==> config.mk <==
export PLATFORM = sky130hd
export DESIGN_NAME = pipe_hazard_ctrl
export DESIGN_NICKNAME = d
export VERILOG_FILES = /design/src/rtl/cpu_ctrl_pkg.sv /design/src/rtl/pipe_hazard_ctrl.sv
export SDC_FILE = /design/constraint.sdc
export NUM_CORES = 1
export LEC_CHECK = 0
export ABC_AREA = 1
export CAP_MARGIN = 20
export CORE_AREA = 2 2 44 46
export DETAILED_ROUTE_END_ITERATION = 7
export DIE_AREA = 0 0 46 48
export PLACE_DENSITY = 0.7
export SETUP_SLACK_MARGIN = 0.5
export SYNTH_ARGS = -nofsm -noshare
export SYNTH_HDL_FRONTEND = slang
export SYNTH_SLANG_ARGS = --single-unit
==> constraint.sdc <==
create_clock -name clk -period 1.5 [get_ports clk]
set_clock_uncertainty 0.2 [all_clocks]
set_input_delay 0.225 -clock clk [delete_from_list [all_inputs] [get_ports clk]]
set_output_delay 0.225 -clock clk [all_outputs]
set_load 0.05 [all_outputs]
==> src/rtl/cpu_ctrl_pkg.sv <==
// Shared types for the pipeline hazard controller: stage indices, FSM states,
// exception kinds and the flush pattern each kind imposes on the stage registers.
package cpu_ctrl_pkg;

    localparam int STG_FD = 0;
    localparam int STG_DE = 1;
    localparam int STG_EM = 2;
    localparam int STG_MW = 3;

    typedef enum logic [1:0] {
        RUN      = 2'd0,
        WAIT_MEM = 2'd1,
        REFILL   = 2'd2
    } hctl_state_t;

    typedef enum logic [1:0] {
        EK_MASTER = 2'd0,
        EK_SLAVE  = 2'd1,
        EK_ERET   = 2'd2
    } exc_kind_t;

    typedef struct packed {
        logic [3:0] ena_m;
        logic [3:0] ena_s;
        logic [3:0] clr_m;
        logic [3:0] clr_s;
    } stage_ctl_t;

    // A slave-only exception lets the older master instruction retire from MW.
    function automatic stage_ctl_t flush_pattern(input exc_kind_t kind);
        stage_ctl_t f;
        f.ena_m = 4'b0000;
        f.ena_s = 4'b0000;
        f.clr_m = 4'b1111;
        f.clr_s = 4'b1111;
        if (kind == EK_SLAVE) begin
            f.clr_m[STG_MW] = 1'b0;
            f.ena_m[STG_MW] = 1'b1;
        end
        return f;
    endfunction

endpackage

==> src/rtl/pipe_hazard_ctrl.sv <==
// Stall/flush sequencer for the dual-issue 5-stage pipeline: per-slot enable/clear
// of FD/DE/EM/MW, the PC redirect pulse, and fetch bubbles during I-side refill.
module pipe_hazard_ctrl
    import cpu_ctrl_pkg::*;
#(
    parameter int REFILL_CYCLES = 2,
    parameter int CNT_W         = 2
) (
    input  logic       clk,
    input  logic       rst,
    input  logic       i_stall,
    input  logic       d_stall,
    input  logic       div_busy,
    input  logic       lu_hazard,
    input  logic       M_master_exc,
    input  logic       M_slave_exc,
    input  logic       M_master_eret,
    output logic [3:0] ena_m,
    output logic [3:0] ena_s,
    output logic [3:0] clr_m,
    output logic [3:0] clr_s,
    output logic       redirect,
    output logic       redirect_eret
);

    hctl_state_t state_q, state_d;
    logic [CNT_W-1:0] cnt_q, cnt_d;
    exc_kind_t kind_q, kind_d;

    logic mem_stall;
    logic exc;
    exc_kind_t live_kind;
    stage_ctl_t flush;

    assign mem_stall = i_stall | d_stall;
    assign exc       = M_master_exc | M_slave_exc | M_master_eret;

    always_comb begin
        state_d       = state_q;
        cnt_d         = cnt_q;
        kind_d        = kind_q;
        ena_m         = 4'b0000;
        ena_s         = 4'b0000;
        clr_m         = 4'b0000;
        clr_s         = 4'b0000;
        redirect      = 1'b0;
        redirect_eret = 1'b0;

        if (M_master_exc)       live_kind = EK_MASTER;
        else if (M_master_eret) live_kind = EK_ERET;
        else                    live_kind = EK_SLAVE;

        flush = flush_pattern(state_q == WAIT_MEM ? kind_q : live_kind);

        if (rst) begin
            clr_m   = 4'b1111;
            clr_s   = 4'b1111;
            state_d = RUN;
            cnt_d   = '0;
            kind_d  = EK_MASTER;
        end else begin
            case (state_q)
                RUN: begin
                    if (exc && mem_stall) begin
                        kind_d  = live_kind;
                        state_d = WAIT_MEM;
                    end else if (exc) begin
                        {ena_m, ena_s, clr_m, clr_s} = flush;
                        redirect      = 1'b1;
                        redirect_eret = (live_kind == EK_ERET);
                        cnt_d         = CNT_W'(REFILL_CYCLES);
                        state_d       = REFILL;
                    end else if (mem_stall) begin
                        ena_m = 4'b0000;
                    end else if (div_busy) begin
                        clr_m[STG_MW] = 1'b1;
                        clr_s[STG_MW] = 1'b1;
                    end else if (lu_hazard) begin
                        clr_m[STG_DE] = 1'b1;
                        clr_s[STG_DE] = 1'b1;
                        ena_m[STG_EM] = 1'b1;
                        ena_s[STG_EM] = 1'b1;
                        ena_m[STG_MW] = 1'b1;
                        ena_s[STG_MW] = 1'b1;
                    end else begin
                        ena_m = 4'b1111;
                        ena_s = 4'b1111;
                    end
                end
                WAIT_MEM: begin
                    if (!mem_stall) begin
                        {ena_m, ena_s, clr_m, clr_s} = flush;
                        redirect      = 1'b1;
                        redirect_eret = (kind_q == EK_ERET);
                        cnt_d         = CNT_W'(REFILL_CYCLES);
                        state_d       = REFILL;
                    end
                end
                REFILL: begin
                    // Exceptions are ignored: everything behind the redirect is already bubbles.
                    clr_m[STG_FD] = 1'b1;
                    clr_s[STG_FD] = 1'b1;
                    if (!d_stall) begin
                        ena_m[3:1] = 3'b111;
                        ena_s[3:1] = 3'b111;
                    end
                    if (!i_stall) begin
                        cnt_d = cnt_q - CNT_W'(1);
                        if (cnt_q == CNT_W'(1)) state_d = RUN;
                    end
                end
                default: begin
                    state_d = RUN;
                end
            endcase
        end
    end

    always_ff @(posedge clk) begin
        state_q <= state_d;
        cnt_q   <= cnt_d;
        kind_q  <= kind_d;
    end

    assert property (@(posedge clk) ((ena_m & clr_m) == 4'b0000) && ((ena_s & clr_s) == 4'b0000));

endmodule

==> flow_results.org <==
** Status
- Status :: complete, but fails checks
- The final reports fail on setup timing.

** Logic synthesis
- The share of the Yosys chip area taken by registers is between 20% and 30%.
- The cell area that synthesis handed to floorplanning was 588 um^2.
- A synthesized cell averages approximately 5.7 um^2.
- The number of nets handed over by synthesis was 113.
- After synthesis the netlist holds a flip-flop and latch count of 6.
- In the synthesized netlist, the number of instances is slightly above 100.
- For this run, the number of Yosys warnings is 0.
- The synthesized netlist contains 19 unique library cells.

** Timing
- Setup repair after global routing could not meet its margin everywhere.
- WHS :: 0.256 ns
- Max-slew violation total from the final report :: 0
- Final count of hold timing violations :: 0
- Worst Tran Pin Value :: 0.357 ns
- The worst path in the final design needs a cycle of 1.97 ns, including I/O delays and setup.
- For this run, the top clock speed supported by timing is 509 MHz.
- Worst rel slew slack :: 76.2%
- Setup violations remaining at the end of the flow were counted as 20.
- Dividing the final minimum period by the clock period gives 131%.
- Setup ws final :: -0.465 ns

** Place
- Placer Congestion :: between 0.8 and 0.9
- At the placement stage, the worst setup path has a slack of -0.682 ns.
- Placed cells :: 164
- Port buffering added 26 buffers.
- HPWL after DPL :: 1840 um
- Once placement finished, the instance area stood at approximately 1300 um^2.

** CTS
- In this run the number of H-tree levels came out at 1.
- Number of buffers added by the clock tree synthesis step :: 3
- The tree is rooted in a sky130_fd_sc_hd__clkbuf_4.
- TritonCTS built the clock tree.
- Maximum clock path buffer count :: 2
- Counting every sink on the clock net gives 6.
- Clock transition at the registers of the reported paths :: around 0.050 ns
- Clock latency on the worst-skew pair :: around 0.26 ns

** Setup path
- In this design, the critical path's most frequently occurring cell is sky130_fd_sc_hd__nor2_4.
- In this run the worst path has a maximum fanout of 4.
- Startpoint type of the worst setup path :: flop
- Slowest CP cell :: sky130_fd_sc_hd__dfxtp_4
- Worst path top cell family by delay :: simple AND/OR/NAND/NOR gates
- Critical path buffers and inverters :: 1
- Walking the worst path, the cells encountered are nor2_4 > nand3_4 > nor2_4 > nand2_4 > a21oi_4 > buf_12.
- The worst setup path is of the reg2out kind.
- Data on the critical path arrives at its endpoint at 1.54 ns.
- In this design, the stage delay of the slowest critical-path cell is 0.38 ns.
- Critical path capture point type :: output port
- Required @ worst endpoint :: about 1.1 ns

** Cells and area
- Area occupied by multi-input gates :: a little under 700 um^2
- The sequential cells in the finished layout cover a total of 128 um^2.
- The finished layout holds between 150 and 200 standard cells, fillers aside.
- After filler insertion, the fill cell instance count of the layout stands at 36.
- Cells with a size suffix above 1 make up ~74% of the layout.
- Post-layout net count :: approximately 170
- ANT cells :: 0
- The finished cells cover ~1600 um^2.
- Relative to the synthesized area, the layout overhead comes to 176%.

** Pwr
- Peak supply drop :: approximately 0.87 mV
- Leakage component of the power :: between 0.7 and 0.8 nW
- Power spread over the standard cell area amounts to approximately 700 nW/um^2.
- Power comes to roughly 0.0011 W.

** Worst hold path
- The tightest min-delay check is of the in2reg type.

** Floorplanning
- In this run the core area contains 15 standard-cell rows.
- Starting density of the core :: a little over a third
- Area of the die :: 2210 um^2
- The core region is 1690 um^2.
- The floorplan step set the die height to 48 um.
- Die width :: 46 um
- For this design the top-level I/O count stands at 27.

** Global route
- Routing usage on met3 :: between 6 and 7%
- Met1 layer usage reported by global route :: between 20% and 30%
- The number of antenna violations at the first check in global routing is 0.
- The via count of the first global-routing pass came to around 930.
- Summed over all layers, the global routing overflow is 0.
- For met2 alone, demand over resource in global routing was roughly 46%.
- Entering global routing, the biggest net connects 8 pins.
- In the global route stage, overall resource usage came out at 25.2%.
- The first global-routing pass estimated 3920 um of wire.
- Busiest layer in global routing :: met2

** Detailed routing
- Number of vias per cell :: around 5.4
- After the first detailed-routing iteration, the DRC count stood at 18.
- Final routed DRC violation total :: 0
- The count of nets left with antenna violations once routing finished came out at 0.
- Via Count :: ~950
- For this block, the routed nets add up to approximately 3300 um of wire.
- After detailed routing, the average wire length per cell comes to ~19 um.
- Before antenna repair, the detailed router went through 4 iterations.

** Job
- Max-cap violations :: 0
==> routing by layer <==
layer / wire (um) / up-vias / part of all wire [%]
li1: - / 432 / -
met1: 1160 / 449 / 36
met2: 1810 / 50 / 55
met3: 146 / 23 / 4.5
met4: 152 / 0 / 4.6
met5: 0 / - / 0
==> flip-flops by register name, summed over array words and instances (netlist names) <==
name	cells
kind_q	2
cnt_q	2
state_q	2
==> cells in the mapped netlist (all sizes together) <==
cell | number | area share [%]
clkbuf | 1 | 0.64
nand3b | 1 | 1.3
o311ai | 1 | 1.5
or2 | 1 | 1.1
dfxtp | 6 | 20
ha | 1 | 2.1
o21ai | 7 | 6.0
nand2 | 31 | 21
a21oi | 10 | 9.1
inv | 18 | 11
nor2 | 13 | 12
buf | 5 | 6.4
nand3 | 8 | 6.8
==> timing repair <==
item,in CTS,in global routing
setup buffers,5,4
gates resized for setup,32,36
hold buffers,0,0
pin swaps,7,16
endpoints found under the setup margin,24,24
==> final timing paths <==
| kind | from | cells after the start | end | slack [ns] |
|---|---|---|---|---|
| worst max-delay path | state_q[0] | 6 | ena_m[1] | -0.47 |
| worst min-delay path | M_master_exc | 5 | kind_q[1] | 0.26 |
| worst max register to register | state_q[0] | 10 | cnt_q[0] | -0.18 |
| worst min register to register | cnt_q[1] | 2 | cnt_q[1] | 0.29 |
==> cell families after synthesis <==
logic type                 count (synthesis)  share of synthesized area (%)
and+or+nand+nor                           54                           42.3
DFF                                        6                           20.4
buffers and inverters                     24                           18.5
adders and majority gates                  1                           2.13
AOI/OAI and AO/OA                         18                           16.6
==> per-stage QoR <==
stage	utilization [%]	TNS [ns]
final	96.1	-7.71
after global routing	96.1	-8.58
after CTS	86.9	-6.56
after detailed placement	79.4	-12.79
after global placement	79.4	-10.95
after floorplan	-	-1.56
==> worst reg2reg max path: stages (launching register included) <==
cell and delay, ns:
sky130_fd_sc_hd__dfxtp_4 0.38, sky130_fd_sc_hd__nor2_4 0.20, sky130_fd_sc_hd__nand2_4 0.11, sky130_fd_sc_hd__inv_4 0.08, sky130_fd_sc_hd__nand2_4 0.06, sky130_fd_sc_hd__buf_6 0.14
sky130_fd_sc_hd__buf_6 0.12, sky130_fd_sc_hd__nand2_4 0.09, sky130_fd_sc_hd__nand3_4 0.07, sky130_fd_sc_hd__nand2_2 0.10, sky130_fd_sc_hd__nor2_2 0.03
==> layout make-up <==
type                    instances  area share (%)
well taps                      17            1.31
clock buffers                   4            1.62
multi-input cells              73            42.8
repair buffers                 59            41.8
inverters                      18            4.63
flip-flops and latches          6            7.86
==> cells in the final DEF (no fill, tap or decap), types with 2 or more instances in the layout <==
cell type                         netlist  final
sky130_fd_sc_hd__nand3_1                8      2
sky130_fd_sc_hd__inv_1                 16      9
sky130_fd_sc_hd__nor2_1                 7      2
sky130_fd_sc_hd__buf_4                  5     27
sky130_fd_sc_hd__o21ai_2                0      3
sky130_fd_sc_hd__buf_6                  0      8
sky130_fd_sc_hd__nand2_4                0     12
sky130_fd_sc_hd__a21oi_1                9      3
sky130_fd_sc_hd__inv_2                  2      6
sky130_fd_sc_hd__nor2_4                 1      9
sky130_fd_sc_hd__dfxtp_4                0      2
sky130_fd_sc_hd__a21oi_4                0      4
sky130_fd_sc_hd__inv_4                  0      3
sky130_fd_sc_hd__dlygate4sd2_1          0      4
sky130_fd_sc_hd__nand2_1               27      9
sky130_fd_sc_hd__dfxtp_1                6      4
sky130_fd_sc_hd__nand3_2                0      2
sky130_fd_sc_hd__nand3_4                0      4
sky130_fd_sc_hd__clkdlybuf4s50_1        0      2
sky130_fd_sc_hd__nor2_2                 5      2
sky130_fd_sc_hd__buf_12                 0     16
sky130_fd_sc_hd__buf_2                  0      2
sky130_fd_sc_hd__a21oi_2                1      3
sky130_fd_sc_hd__nand2_2                4      9
sky130_fd_sc_hd__o21ai_4                0      2
sky130_fd_sc_hd__clkbuf_4               0      3
==> report_power, final <==
part           leakage (nW)  total (W)  internal [W]  switching (W)
sequential           0.0508   0.000207      0.000181      0.0000257
clock                0.0150   0.000184      0.000102      0.0000812
combinational         0.681   0.000748      0.000331       0.000418
No activity file was read; power rests on OpenSTA's default activity.
